==> config.mk <==
export PLATFORM = sky130hd
export DESIGN_NAME = lcd_byte_writer
export DESIGN_NICKNAME = d
export VERILOG_FILES = /design/src/rtl/lcd_byte_writer.sv
export SDC_FILE = /design/constraint.sdc
export NUM_CORES = 1
export LEC_CHECK = 0
export CAP_MARGIN = 20
export CORE_UTILIZATION = 25
export DETAILED_ROUTE_END_ITERATION = 6
export HOLD_SLACK_MARGIN = 0.02
export MAX_ROUTING_LAYER = met4
export PLACE_DENSITY = 0.44
export SETUP_SLACK_MARGIN = 0.02
export SLEW_MARGIN = 25
export SYNTH_ARGS = -nofsm -noshare
export SYNTH_HDL_FRONTEND = slang
export SYNTH_SLANG_ARGS = --single-unit
==> constraint.sdc <==
create_clock -name Clock -period 3.6 [get_ports Clock]
set_clock_uncertainty 0.05 [all_clocks]
set_input_delay 0.72 -clock Clock [delete_from_list [all_inputs] [get_ports Clock]]
set_output_delay 0.72 -clock Clock [all_outputs]
set_load 0.01 [all_outputs]
==> src/rtl/lcd_byte_writer.sv <==
// Byte-to-nibble writer for a 4-bit HD44780 LCD bus. It runs the power-on init sequence
// by itself, then serialises each accepted byte as two timed E pulses.
module lcd_byte_writer #(
  parameter int P_SETUP      = 2,
  parameter int P_E_PULSE    = 12,
  parameter int P_NIBBLE_GAP = 50,
  parameter int P_CHAR_WAIT  = 2000,
  parameter int P_CLEAR_WAIT = 82000,
  parameter int P_POWERUP    = 750000,
  parameter int P_INIT_WAIT1 = 205000,
  parameter int P_INIT_WAIT2 = 5000
) (
  input  logic       Clock,
  input  logic       Reset,
  input  logic [7:0] iData,
  input  logic       iRS,
  input  logic       iValid,
  output logic       oReady,
  output logic       oInitDone,
  output logic       oLCD_Enabled,
  output logic       oLCD_RegisterSelect,
  output logic       oLCD_ReadWrite,
  output logic       oLCD_StrataFlashControl,
  output logic [3:0] oLCD_Data,
  output logic [3:0] oDebugState
);

  // Handshake: a byte transfers on the rising edge where iValid && oReady; oReady is high
  // only in IDLE, iData/iRS are captured on that edge, and iValid at any other time is ignored.
  typedef enum logic [3:0] {
    S_PWRUP, S_INIT_NIB, S_INIT_WAIT, S_INIT_BYTE, S_IDLE,
    S_HI_NIB, S_GAP, S_LO_NIB, S_SETTLE
  } state_t;

  localparam logic [19:0] L_NIB   = 20'(P_SETUP + P_E_PULSE - 1);
  localparam logic [19:0] L_EP    = 20'(P_E_PULSE);
  localparam logic [19:0] L_GAP   = 20'(P_NIBBLE_GAP - 1);
  localparam logic [19:0] L_CHAR  = 20'(P_CHAR_WAIT - 1);
  localparam logic [19:0] L_CLEAR = 20'(P_CLEAR_WAIT - 1);
  localparam logic [19:0] L_W1    = 20'(P_INIT_WAIT1 - 1);
  localparam logic [19:0] L_W2    = 20'(P_INIT_WAIT2 - 1);
  // The counter leaves reset at 0 and wraps downward during power-up, so power-up ends
  // when it has decremented P_POWERUP-1 times.
  localparam logic [19:0] L_PWRUP_END = 20'(1048576 - (P_POWERUP - 1));

  state_t      r_state, w_state_nxt;
  logic [19:0] r_cnt, w_cnt_nxt;
  logic [7:0]  r_data, w_data_nxt;
  logic        r_rs, w_rs_nxt;
  logic [3:0]  r_db, w_db_nxt;
  logic [1:0]  r_init_idx, w_init_idx_nxt;
  logic [1:0]  r_byte_idx, w_byte_idx_nxt;
  logic        r_e, w_e_nxt;
  logic        r_ready;
  logic        r_init_done;
  logic        w_done;
  logic        w_is_clear;
  logic [19:0] w_init_wait;
  logic [7:0]  w_init_byte;

  function automatic logic [7:0] init_byte(input logic [1:0] idx);
    case (idx)
      2'd0:    return 8'h28;
      2'd1:    return 8'h06;
      2'd2:    return 8'h0C;
      default: return 8'h01;
    endcase
  endfunction

  always_comb begin
    w_state_nxt    = r_state;
    w_cnt_nxt      = r_cnt - 20'd1;
    w_data_nxt     = r_data;
    w_rs_nxt       = r_rs;
    w_db_nxt       = r_db;
    w_init_idx_nxt = r_init_idx;
    w_byte_idx_nxt = r_byte_idx;
    w_done         = (r_cnt == 20'd0);
    w_is_clear     = !r_rs && (r_data == 8'h01 || r_data == 8'h02 || r_data == 8'h03);
    w_init_byte    = init_byte(r_byte_idx);
    case (r_init_idx)
      2'd0:    w_init_wait = L_W1;
      2'd1:    w_init_wait = L_W2;
      default: w_init_wait = L_CHAR;
    endcase

    case (r_state)
      S_PWRUP: begin
        if (r_cnt == L_PWRUP_END) begin
          w_state_nxt = S_INIT_NIB;
          w_cnt_nxt   = L_NIB;
          w_db_nxt    = 4'h3;
          w_rs_nxt    = 1'b0;
        end
      end
      S_INIT_NIB: begin
        if (w_done) begin
          w_state_nxt = S_INIT_WAIT;
          w_cnt_nxt   = w_init_wait;
        end
      end
      S_INIT_WAIT: begin
        if (w_done) begin
          if (r_init_idx == 2'd3) begin
            w_state_nxt = S_INIT_BYTE;
            w_cnt_nxt   = 20'd0;
          end else begin
            w_init_idx_nxt = r_init_idx + 2'd1;
            w_state_nxt    = S_INIT_NIB;
            w_cnt_nxt      = L_NIB;
            w_db_nxt       = (r_init_idx == 2'd2) ? 4'h2 : 4'h3;
          end
        end
      end
      S_INIT_BYTE: begin
        w_state_nxt = S_HI_NIB;
        w_cnt_nxt   = L_NIB;
        w_data_nxt  = w_init_byte;
        w_rs_nxt    = 1'b0;
        w_db_nxt    = w_init_byte[7:4];
      end
      S_IDLE: begin
        w_cnt_nxt = 20'd0;
        if (iValid) begin
          w_state_nxt = S_HI_NIB;
          w_cnt_nxt   = L_NIB;
          w_data_nxt  = iData;
          w_rs_nxt    = iRS;
          w_db_nxt    = iData[7:4];
        end
      end
      S_HI_NIB: begin
        if (w_done) begin
          w_state_nxt = S_GAP;
          w_cnt_nxt   = L_GAP;
        end
      end
      S_GAP: begin
        if (w_done) begin
          w_state_nxt = S_LO_NIB;
          w_cnt_nxt   = L_NIB;
          w_db_nxt    = r_data[3:0];
        end
      end
      S_LO_NIB: begin
        if (w_done) begin
          w_state_nxt = S_SETTLE;
          w_cnt_nxt   = w_is_clear ? L_CLEAR : L_CHAR;
        end
      end
      S_SETTLE: begin
        if (w_done) begin
          w_cnt_nxt = 20'd0;
          if (r_init_done || r_byte_idx == 2'd3) begin
            w_state_nxt = S_IDLE;
          end else begin
            w_byte_idx_nxt = r_byte_idx + 2'd1;
            w_state_nxt    = S_INIT_BYTE;
          end
        end
      end
      default: begin
        w_state_nxt = S_PWRUP;
        w_cnt_nxt   = 20'd0;
      end
    endcase

    // A nibble phase spends its first P_SETUP counts with E low and the last P_E_PULSE high.
    w_e_nxt = (w_state_nxt == S_INIT_NIB || w_state_nxt == S_HI_NIB || w_state_nxt == S_LO_NIB)
              && (w_cnt_nxt < L_EP);
  end

  always_ff @(posedge Clock) begin
    if (!Reset) begin
      r_state     <= S_PWRUP;
      r_cnt       <= 20'd0;
      r_data      <= 8'h00;
      r_rs        <= 1'b0;
      r_db        <= 4'h0;
      r_init_idx  <= 2'd0;
      r_byte_idx  <= 2'd0;
      r_e         <= 1'b0;
      r_ready     <= 1'b0;
      r_init_done <= 1'b0;
    end else begin
      r_state     <= w_state_nxt;
      r_cnt       <= w_cnt_nxt;
      r_data      <= w_data_nxt;
      r_rs        <= w_rs_nxt;
      r_db        <= w_db_nxt;
      r_init_idx  <= w_init_idx_nxt;
      r_byte_idx  <= w_byte_idx_nxt;
      r_e         <= w_e_nxt;
      r_ready     <= (w_state_nxt == S_IDLE);
      r_init_done <= r_init_done | (w_state_nxt == S_IDLE);
    end
  end

  assign oReady                  = r_ready;
  assign oInitDone               = r_init_done;
  assign oLCD_Enabled            = r_e;
  assign oLCD_RegisterSelect     = r_rs;
  assign oLCD_Data               = r_db;
  assign oLCD_ReadWrite          = 1'b0;
  assign oLCD_StrataFlashControl = 1'b1;
  assign oDebugState             = r_state;

endmodule

==> impl_metrics.csv, run 1 <==
group,metric,value,unit
run_status,status,"finished clean",
floorplanning,fp.dieH,112.6,um
layout,drive_above_1_share,0.08115,
global_routing,grt_start_max_net_pins,26,
sta,finalCritPeriodShare,0.8525,
layout,multiInputGateArea,2049,um2
yosys,synthTopCellsByCount,"54 x nor2_1, 44 x dfxtp_1, 34 x nand2_1",
floorplanning,std_cell_rows,40,
power,pwr_density_cell,626.4,nW/um2
sta,worst_pin_slew,928.1,ps
sta,fmax,0.3259,GHz
route,dr.first_iter.drc_count,221,
layout,fillers,1297,
critical_path,crit_required,3740,ps
layout,area_delta_synth_final,18.03,%
worst_hold_path,min_path_type,"reg2reg",
sta,setup_viol,0,
critical_path,critPathCaptureType,"register",
yosys,synth_flop_cell,"dfxtp_1",
cts,holdBufCountCts,0,
yosys,synth_seq_cells,44,
sta,relSlewSlack,0.3765,
cts,numCtsBuffers,5,
route,drc,0,
cts,cts-resized-gates,0,
sta,drv_slew,0,
route,routed_via_density,5.359,
floorplanning,start_util,0.2559,
global_routing,grt_pass1_vias,2893,
cts,cts_setup_buffers,0,
cts,cts_root_buffer,"clkbuf_16",
route,drt_wl_total,9.712,mm
power,vdd_drop_max,181.9,uV
cts,htree_levels,2,
cts,worstSkewPairLatency,290,ps
route,wl_per_cell,17.16,um
critical_path,path_class,"reg2reg",
floorplanning,die_w,112.6,um
cts,clock_path_buffers,2,
yosys,ys_types,61,
layout,finalInstanceArea,3612,um2
yosys,postSynthCellCount,398,
critical_path,path_max_fanout,11,
cts,cts.sinks,44,
floorplanning,core-area,11960,um2
cts,clkSlewWorstSetupHoldPaths,60,ps
cts,cts_tree,"built",
yosys,async_flop_share,0,
global_routing,grt_pass1_wl,16.01,mm
floorplanning,design.die.area,12690,um2
critical_path,arrival,3210,ps
power,p_leak,1.311,nW
global_routing,grt_antenna_before_repair,0,
sta,fin_crit,3069,ps
yosys,synth-seq-area-share,0.2878,
route,ant_nets,0,
job,drv_cap,0,
global_routing,grt_overflow,0,
yosys,synth_largest_area_cell,"dfxtp_1",
route,first_pass_iters,4,
layout,layout.nets,446,
sta,final-hold-violation-count,0,
critical_path,critPathLaunchType,"register",
layout,antenna_cells,0,
place,io_buffers,23,
sta,rsz0062_at_grt,"false",
yosys,synth_area_leaders,"dfxtp_1 29%, nor2_1 6.6%, ha_1 5.3%",
yosys,synth_top_area_share,0.2878,
sta,tns,0,ps
yosys,syn-num-nets,423,
yosys,synth_enable_flop_cells,0,
layout,seqCellArea,880.8,um2
place,dp_hpwl,7.434,mm
place,place.gp.congestion,0.8787,
global_routing,grt.total_usage,0.1662,
floorplanning,io_pins,26,
yosys,synth_area_per_cell,7.690,um2
yosys,syn_area,3060,um2
place,placed_area,3487,um2
route,vias,3033,
yosys,synth_warnings,0,
power,power,2.263,mW
yosys,synth_most_common_cell,"nor2_1",
-- layer usage --
metal  wire [um]  global-route usage  vias to the layer above
li1            -                   -                     1500
met1        4741              0.2227                     1441
met2        4339              0.2551                       77
met3         471             0.03132                       15
met4         159             0.04444                        0
met5           0                   -                        -
-- layout make-up --
cell class | instances | share of cell area
inverter | 12 | 0.01247
clock buffer | 5 | 0.03464
sequential | 44 | 0.2439
multi-input combinational | 322 | 0.5674
tap | 147 | 0.05092
timing repair buffer | 36 | 0.09075
-- cell families after synthesis --
| family | synth area share |
|---|---|
| buffers and inverters | 0.04251 |
| muxes | 0.03639 |
| and+or+nand+nor | 0.3050 |
| adders and majority gates | 0.05315 |
| AOI/OAI and AO/OA | 0.2240 |
| other | 0.002454 |
| xor gates and xnor gates | 0.04865 |
| DFF | 0.2878 |
-- final timing paths --
path	to	start	slack [ps]	depth (start not counted)
setup / recovery	oLCD_Enabled$_SDFF_PN0_	r_cnt[14]$_SDFF_PN0_	530	7
hold / removal	oLCD_Data[3]$_SDFFE_PN0P_	oLCD_Data[3]$_SDFFE_PN0P_	410	2
setup reg to reg	oLCD_Enabled$_SDFF_PN0_	r_cnt[14]$_SDFF_PN0_	530	7
hold reg to reg	oLCD_Data[3]$_SDFFE_PN0P_	oLCD_Data[3]$_SDFFE_PN0P_	410	2
-- stage by stage --
step	instances	setup slack, ps	hold slack, ps	utilization
2_1_floorplan	398	1010	404.6	-
6_report	566	531.1	407.9	0.3020
4_1_cts	566	508.3	409.9	0.3020
3_5_place_dp	561	544.1	398.6	0.2915
3_3_place_gp	561	633.8	400.8	0.2915
5_1_grt	566	333.3	424.0	0.3020
-- state kept, by name, summed over array words and instances, names as in the netlist --
register and cells:
oDebugState 4, r_data 8, oLCD_Enabled 1, r_init_idx 2
oInitDone 1, oReady 1, oLCD_RegisterSelect 1, r_cnt 20
oLCD_Data 4, r_byte_idx 2
-- placed cells by master, fill, tap and decap left out, drive strengths merged, types with 5 or more instances in the layout --
cell type	Yosys	layout
and3	6	6
ha	13	13
xor2	10	10
o21ai	18	18
nor2	54	54
a32oi	6	6
and2	5	5
nor4	10	10
inv	12	12
dfxtp	44	44
nand2	35	35
nor3	18	18
a211oi	7	7
a31oi	11	11
clkbuf	15	5
xnor2	7	7
a21oi	29	29
nand4	6	6
clkdlybuf4s50	0	23
nand3	10	10
buf	5	13
mux2i	10	10
or4	6	6
-- power by group --
group          total (mW)  internal, mW  switching, mW
clock               0.425         0.245          0.180
combinational        1.13         0.453          0.674
sequential          0.710         0.574          0.136
total                2.26          1.27          0.990
-- worst max-delay path, stage by stage (launching register included) --
cell	delay, ps
dfxtp_1	360
nor4_4	490
and4_1	430
nand2_2	230
nor4_2	440
a21oi_1	220
or4_1	500
nor4_1	240
No activity file was read; power rests on OpenSTA's default activity.
==> inputs of run 2 (changes only) <==
Settings changed: CTS_CLUSTER_DIAMETER from default to 50, RECOVER_POWER from default to 25.
==> impl_metrics.csv, run 2 (synthesis results as in run 1) <==
group,metric,value,unit
run_status,status,"finished clean",
cts,cts_root_buffer,"clkbuf_16",
power,power,2.261,mW
sta,tns,0,ps
power,p_clk_frac,0.188,
layout,regMostFlops,"r_cnt",
power,p_int,1.272,mW
floorplanning,fp.dieH,112.6,um
power,pwr_density_cell,626.0,nW/um2
layout,layout.nets,446,
cts,holdBufCountCts,0,
cts,clkSlewWorstSetupHoldPaths,60,ps
layout,mostFrequentLayoutCell,"nor2_1",
sta,final-hold-violation-count,0,
cts,worstSkewPairLatency,290,ps
cts,htree_levels,2,
layout,top_regs,"r_cnt x20, r_data x8",
cts,cts_tree,"built",
route,drt_wl_total,9.707,mm
sta,worst_pin_slew,928.3,ps
sta,rsz0062_at_grt,"false",
global_routing,grt_pass1_vias,2893,
global_routing,grt_overflow,0,
critical_path,crit_required,3740,ps
sta,finalCritPeriodShare,0.8526,
global_routing,grt_pass1_wl,16.01,mm
layout,finalInstanceArea,3612,um2
route,wl_per_cell,17.15,um
cts,cts.sinks,44,
route,first_pass_iters,4,
cts,cts-resized-gates,0,
power,p_leak,1.347,nW
cts,clock_path_buffers,2,
power,switching_share,0.4373,
layout,largest_reg_flops,20,
layout,final_util,0.3020,
worst_hold_path,min_path_type,"reg2reg",
power,power_switching,0.9890,mW
critical_path,arrival,3210,ps
floorplanning,core-area,11960,um2
route,routed_via_density,5.334,
job,drv_cap,0,
sta,worst_hold_slack,404.5,ps
floorplanning,design.die.area,12690,um2
place,dp_hpwl,7.434,mm
route,drc,0,
layout,layout.cells.non_filler,566,
route,vias,3019,
layout,fillers,1297,
sta,setup_viol,0,
route,dr.first_iter.drc_count,221,
route,ant_nets,0,
global_routing,grt.total_usage,0.1662,
layout,area_delta_synth_final,18.03,%
floorplanning,io_pins,26,
place,placed_area,3487,um2
power,vdd_drop_max,182.1,uV
global_routing,grt_antenna_before_repair,0,
sta,drv_slew,0,
critical_path,critPathCaptureType,"register",
global_routing,grt_start_max_net_pins,26,
sta,setup_slack,530.7,ps
sta,relSlewSlack,0.3764,
floorplanning,start_util,0.2559,
critical_path,path_class,"reg2reg",
power,p_seq_frac,0.314,
cts,cts_setup_buffers,0,
sta,fin_crit,3069,ps
floorplanning,die_w,112.6,um
layout,antenna_cells,0,
critical_path,critPathLaunchType,"register",
sta,fmax,0.3258,GHz
power,pwr-share-comb,0.498,
place,io_buffers,23,
floorplanning,std_cell_rows,40,
place,place.gp.congestion,0.8787,
cts,numCtsBuffers,5,
place,dp_cells,561,
layout,drive_above_1_share,0.08115,
layout,layout_common_cells,"54 x nor2_1, 44 x dfxtp_1, 34 x nand2_1, 29 x a21oi_1",
critical_path,path_max_fanout,11,
place,dpl_worst_slack,544.1,ps
==> run 2: cell count changes in the layout (fill, tap and decap cells not counted) <==
cell	previous run	this run
clkdlybuf4s50_1	23	12
dlygate4sd3_1	0	11
==> run 2: layout make-up <==
class | count | area [um2] | area share
multi-input combinational | 322 | 2049 | 0.5674
sequential | 44 | 880.8 | 0.2439
timing repair buffer | 36 | 327.8 | 0.09075
tap | 147 | 183.9 | 0.05092
clock buffer | 5 | 125.1 | 0.03464
inverter | 12 | 45.04 | 0.01247
==> run 2: power by group through the flow <==
stage	combinational (mW)	clock (mW)	sequential (mW)
2_1_floorplan	0.805	0	0.685
3_5_place_dp	1.10	0	0.718
5_1_grt	1.25	0.454	0.724
4_1_cts	1.11	0.439	0.708
3_3_place_gp	1.11	0	0.718
6_report	1.13	0.425	0.711
==> run 2: worst paths after layout <==
path | startpoint | endpoint | slack, ps | cells past startpoint
worst max register to register | r_cnt[14]$_SDFF_PN0_ | oLCD_Enabled$_SDFF_PN0_ | 530 | 7
worst min register to register | oLCD_Data[3]$_SDFFE_PN0P_ | oLCD_Data[3]$_SDFFE_PN0P_ | 400 | 2
worst min-delay path | oLCD_Data[3]$_SDFFE_PN0P_ | oLCD_Data[3]$_SDFFE_PN0P_ | 400 | 2
worst max-delay path | r_cnt[14]$_SDFF_PN0_ | oLCD_Enabled$_SDFF_PN0_ | 530 | 7
==> run 2: per-layer routing <==
layer	GRT usage	wire length [um]
met5	-	0
met4	0.04444	159
met3	0.03132	413
met2	0.2551	4335
met1	0.2227	4798
==> run 2: worst max-delay path, cell delays in order (launching register included) <==
cell and delay, ps:
dfxtp_1 360, nor4_4 490, and4_1 430, nand2_2 230, nor4_2 440, a21oi_1 220
or4_1 500, nor4_1 240
==> inputs of run 3 (changes only) <==
Settings changed: DONT_BUFFER_PORTS from default to 1, PLACE_DENSITY 0.44 to 0.41.
==> impl_metrics.csv, run 3 (synthesis results as in run 1) <==
group,metric,value,unit
floorplanning,core-area,11960,um2
layout,drive_above_1_share,0.09023,
global_routing,grt_pass1_wl,15.70,mm
critical_path,cpPeakStageDelay,640,ps
floorplanning,die_w,112.6,um
critical_path,r2r-end,"oLCD_Enabled$_SDFF_PN0_",
layout,multiInputGateArea,2049,um2
layout,regMostFlops,"r_cnt",
cts,cts_tree,"built",
sta,rsz0062_at_grt,"false",
cts,htree_levels,2,
sta,worst_pin_slew,818.4,ps
layout,fillers,1293,
worst_hold_path,min_path_type,"reg2reg",
layout,top_regs,"r_cnt x20, r_data x8",
critical_path,crit_start,"r_cnt[0]$_SDFF_PN0_",
global_routing,grt.total_usage,0.1650,
cts,holdBufCountCts,0,
place,dp_cells,539,
critical_path,path_max_fanout,5,
cts,clock_path_buffers,2,
route,ant_nets,0,
power,pwr_density_cell,697.6,nW/um2
power,p_leak,1.257,nW
layout,seqCellArea,880.8,um2
cts,clkSlewWorstSetupHoldPaths,70,ps
route,routed_via_density,5.467,
cts,worstSkewPairLatency,300,ps
critical_path,cpMaxStageDelayCell,"or4b_2",
place,dpl_worst_slack,764.5,ps
floorplanning,io_pins,26,
floorplanning,std_cell_rows,40,
sta,fin_crit,2874,ps
route,drc,0,
layout,antenna_cells,0,
critical_path,timing.critical_path.to,"oLCD_Enabled$_SDFF_PN0_",
critical_path,critPathLaunchType,"register",
global_routing,grt_start_max_net_pins,23,
place,io_buffers,0,
layout,largest_reg_flops,20,
floorplanning,start_util,0.2559,
critical_path,arrival,3040,ps
layout,area_delta_synth_final,12.59,%
global_routing,grt_pass1_vias,2839,
route,dr.first_iter.drc_count,190,
sta,fmax,0.3480,GHz
route,wl_per_cell,17.66,um
critical_path,r2r_setup_slack,730,ps
critical_path,cp_top_family,"simple AND/OR/NAND/NOR gates",
cts,numCtsBuffers,5,
floorplanning,fp.dieH,112.6,um
critical_path,crit_required,3770,ps
cts,cts_root_buffer,"clkbuf_16",
cts,cts-resized-gates,0,
sta,drv_slew,0,
floorplanning,design.die.area,12690,um2
critical_path,crit_buf_inv,1,
critical_path,critPathCaptureType,"register",
place,place.gp.congestion,0.8765,
layout,layout.nets,424,
worst_hold_path,worstHoldPathCells,2,
route,drt_wl_total,9.641,mm
layout,mostFrequentLayoutCell,"nor2_1",
sta,final-hold-violation-count,0,
sta,finalCritPeriodShare,0.7983,
sta,setup_viol,0,
critical_path,r2r-start,"r_cnt[0]$_SDFF_PN0_",
critical_path,path_cells,"inv_1 -> ha_1 -> or4b_2 -> nor3_1 -> xnor2_1 -> nand2_1 -> o2bb2ai_1 -> or4_1 -> nor4_1",
sta,setup_slack,726.2,ps
critical_path,cp.depth,9,
run_status,status,"finished clean",
job,drv_cap,0,
sta,tns,0,ps
critical_path,path_class,"reg2reg",
sta,worst_hold_slack,450.7,ps
layout,final_util,0.2881,
route,first_pass_iters,4,
global_routing,grt_overflow,0,
layout,layout.cells.non_filler,546,
route,vias,2985,
critical_path,reg2regPathDepth,9,
layout,layout_common_cells,"54 x nor2_1, 44 x dfxtp_1, 34 x nand2_1, 29 x a21oi_1",
cts,cts.sinks,44,
cts,cts_setup_buffers,0,
global_routing,grt_antenna_before_repair,0,
place,dp_hpwl,7.393,mm
sta,relSlewSlack,0.4536,
power,vdd_drop_max,256.5,uV
[run 3: cell count changes in the layout (fill, tap and decap cells not counted), sizes merged]
cell	previous run	this run
bufinv	0	2
clkbuf	5	6
clkdlybuf4s50	12	0
dlygate4sd3	11	0
[run 3: power breakdown]
part	leakage (nW)	total, mW	internal (mW)	switching [mW]
sequential	0.357	0.717	0.574	0.143
combinational	0.810	1.09	0.447	0.648
clock	0.0899	0.592	0.394	0.199
[run 3: worst register-to-register path, cell delays in order (launching register included)]
cell and delay [ps]:
dfxtp_1 350, inv_1 120, ha_1 240, or4b_2 640, nor3_1 230, xnor2_1 210, nand2_1 80, o2bb2ai_1 140
or4_1 530, nor4_1 210
[run 3: worst min-delay path by stage]
stage                                   start                        end  slack, ps
floorplan              r_data[7]$_SDFFE_PN0P_     r_data[7]$_SDFFE_PN0P_        400
global placement       r_data[6]$_SDFFE_PN0P_     r_data[6]$_SDFFE_PN0P_        430
detailed placement     r_data[6]$_SDFFE_PN0P_     r_data[6]$_SDFFE_PN0P_        440
CTS                 oLCD_Data[3]$_SDFFE_PN0P_  oLCD_Data[3]$_SDFFE_PN0P_        450
global route        oLCD_Data[3]$_SDFFE_PN0P_  oLCD_Data[3]$_SDFFE_PN0P_        480
finish                 r_data[6]$_SDFFE_PN0P_     r_data[6]$_SDFFE_PN0P_        450
[run 3: layer usage]
layer  track usage  vias up  share of wire
li1              -     1456              -
met1        0.2163     1433           0.48
met2        0.2428       74           0.45
met3       0.03132       22          0.041
met4       0.07911        0          0.032
met5             -        -              0
[run 3: cell type report]
cell class,instances,area share
inverter,12,0.01307
clock inverter,2,0.01743
clock buffer,5,0.03631
sequential,44,0.2556
tap,147,0.05338
multi-input combinational,322,0.5948
timing repair buffer,14,0.02941
[run 3: metrics by stage]
step	total power [mW]	cell area, um2
finish	2.404	3446
global route	2.576	3446
CTS	2.407	3450
detailed placement	1.797	3264
global placement	1.827	3264
floorplan	1.489	3060
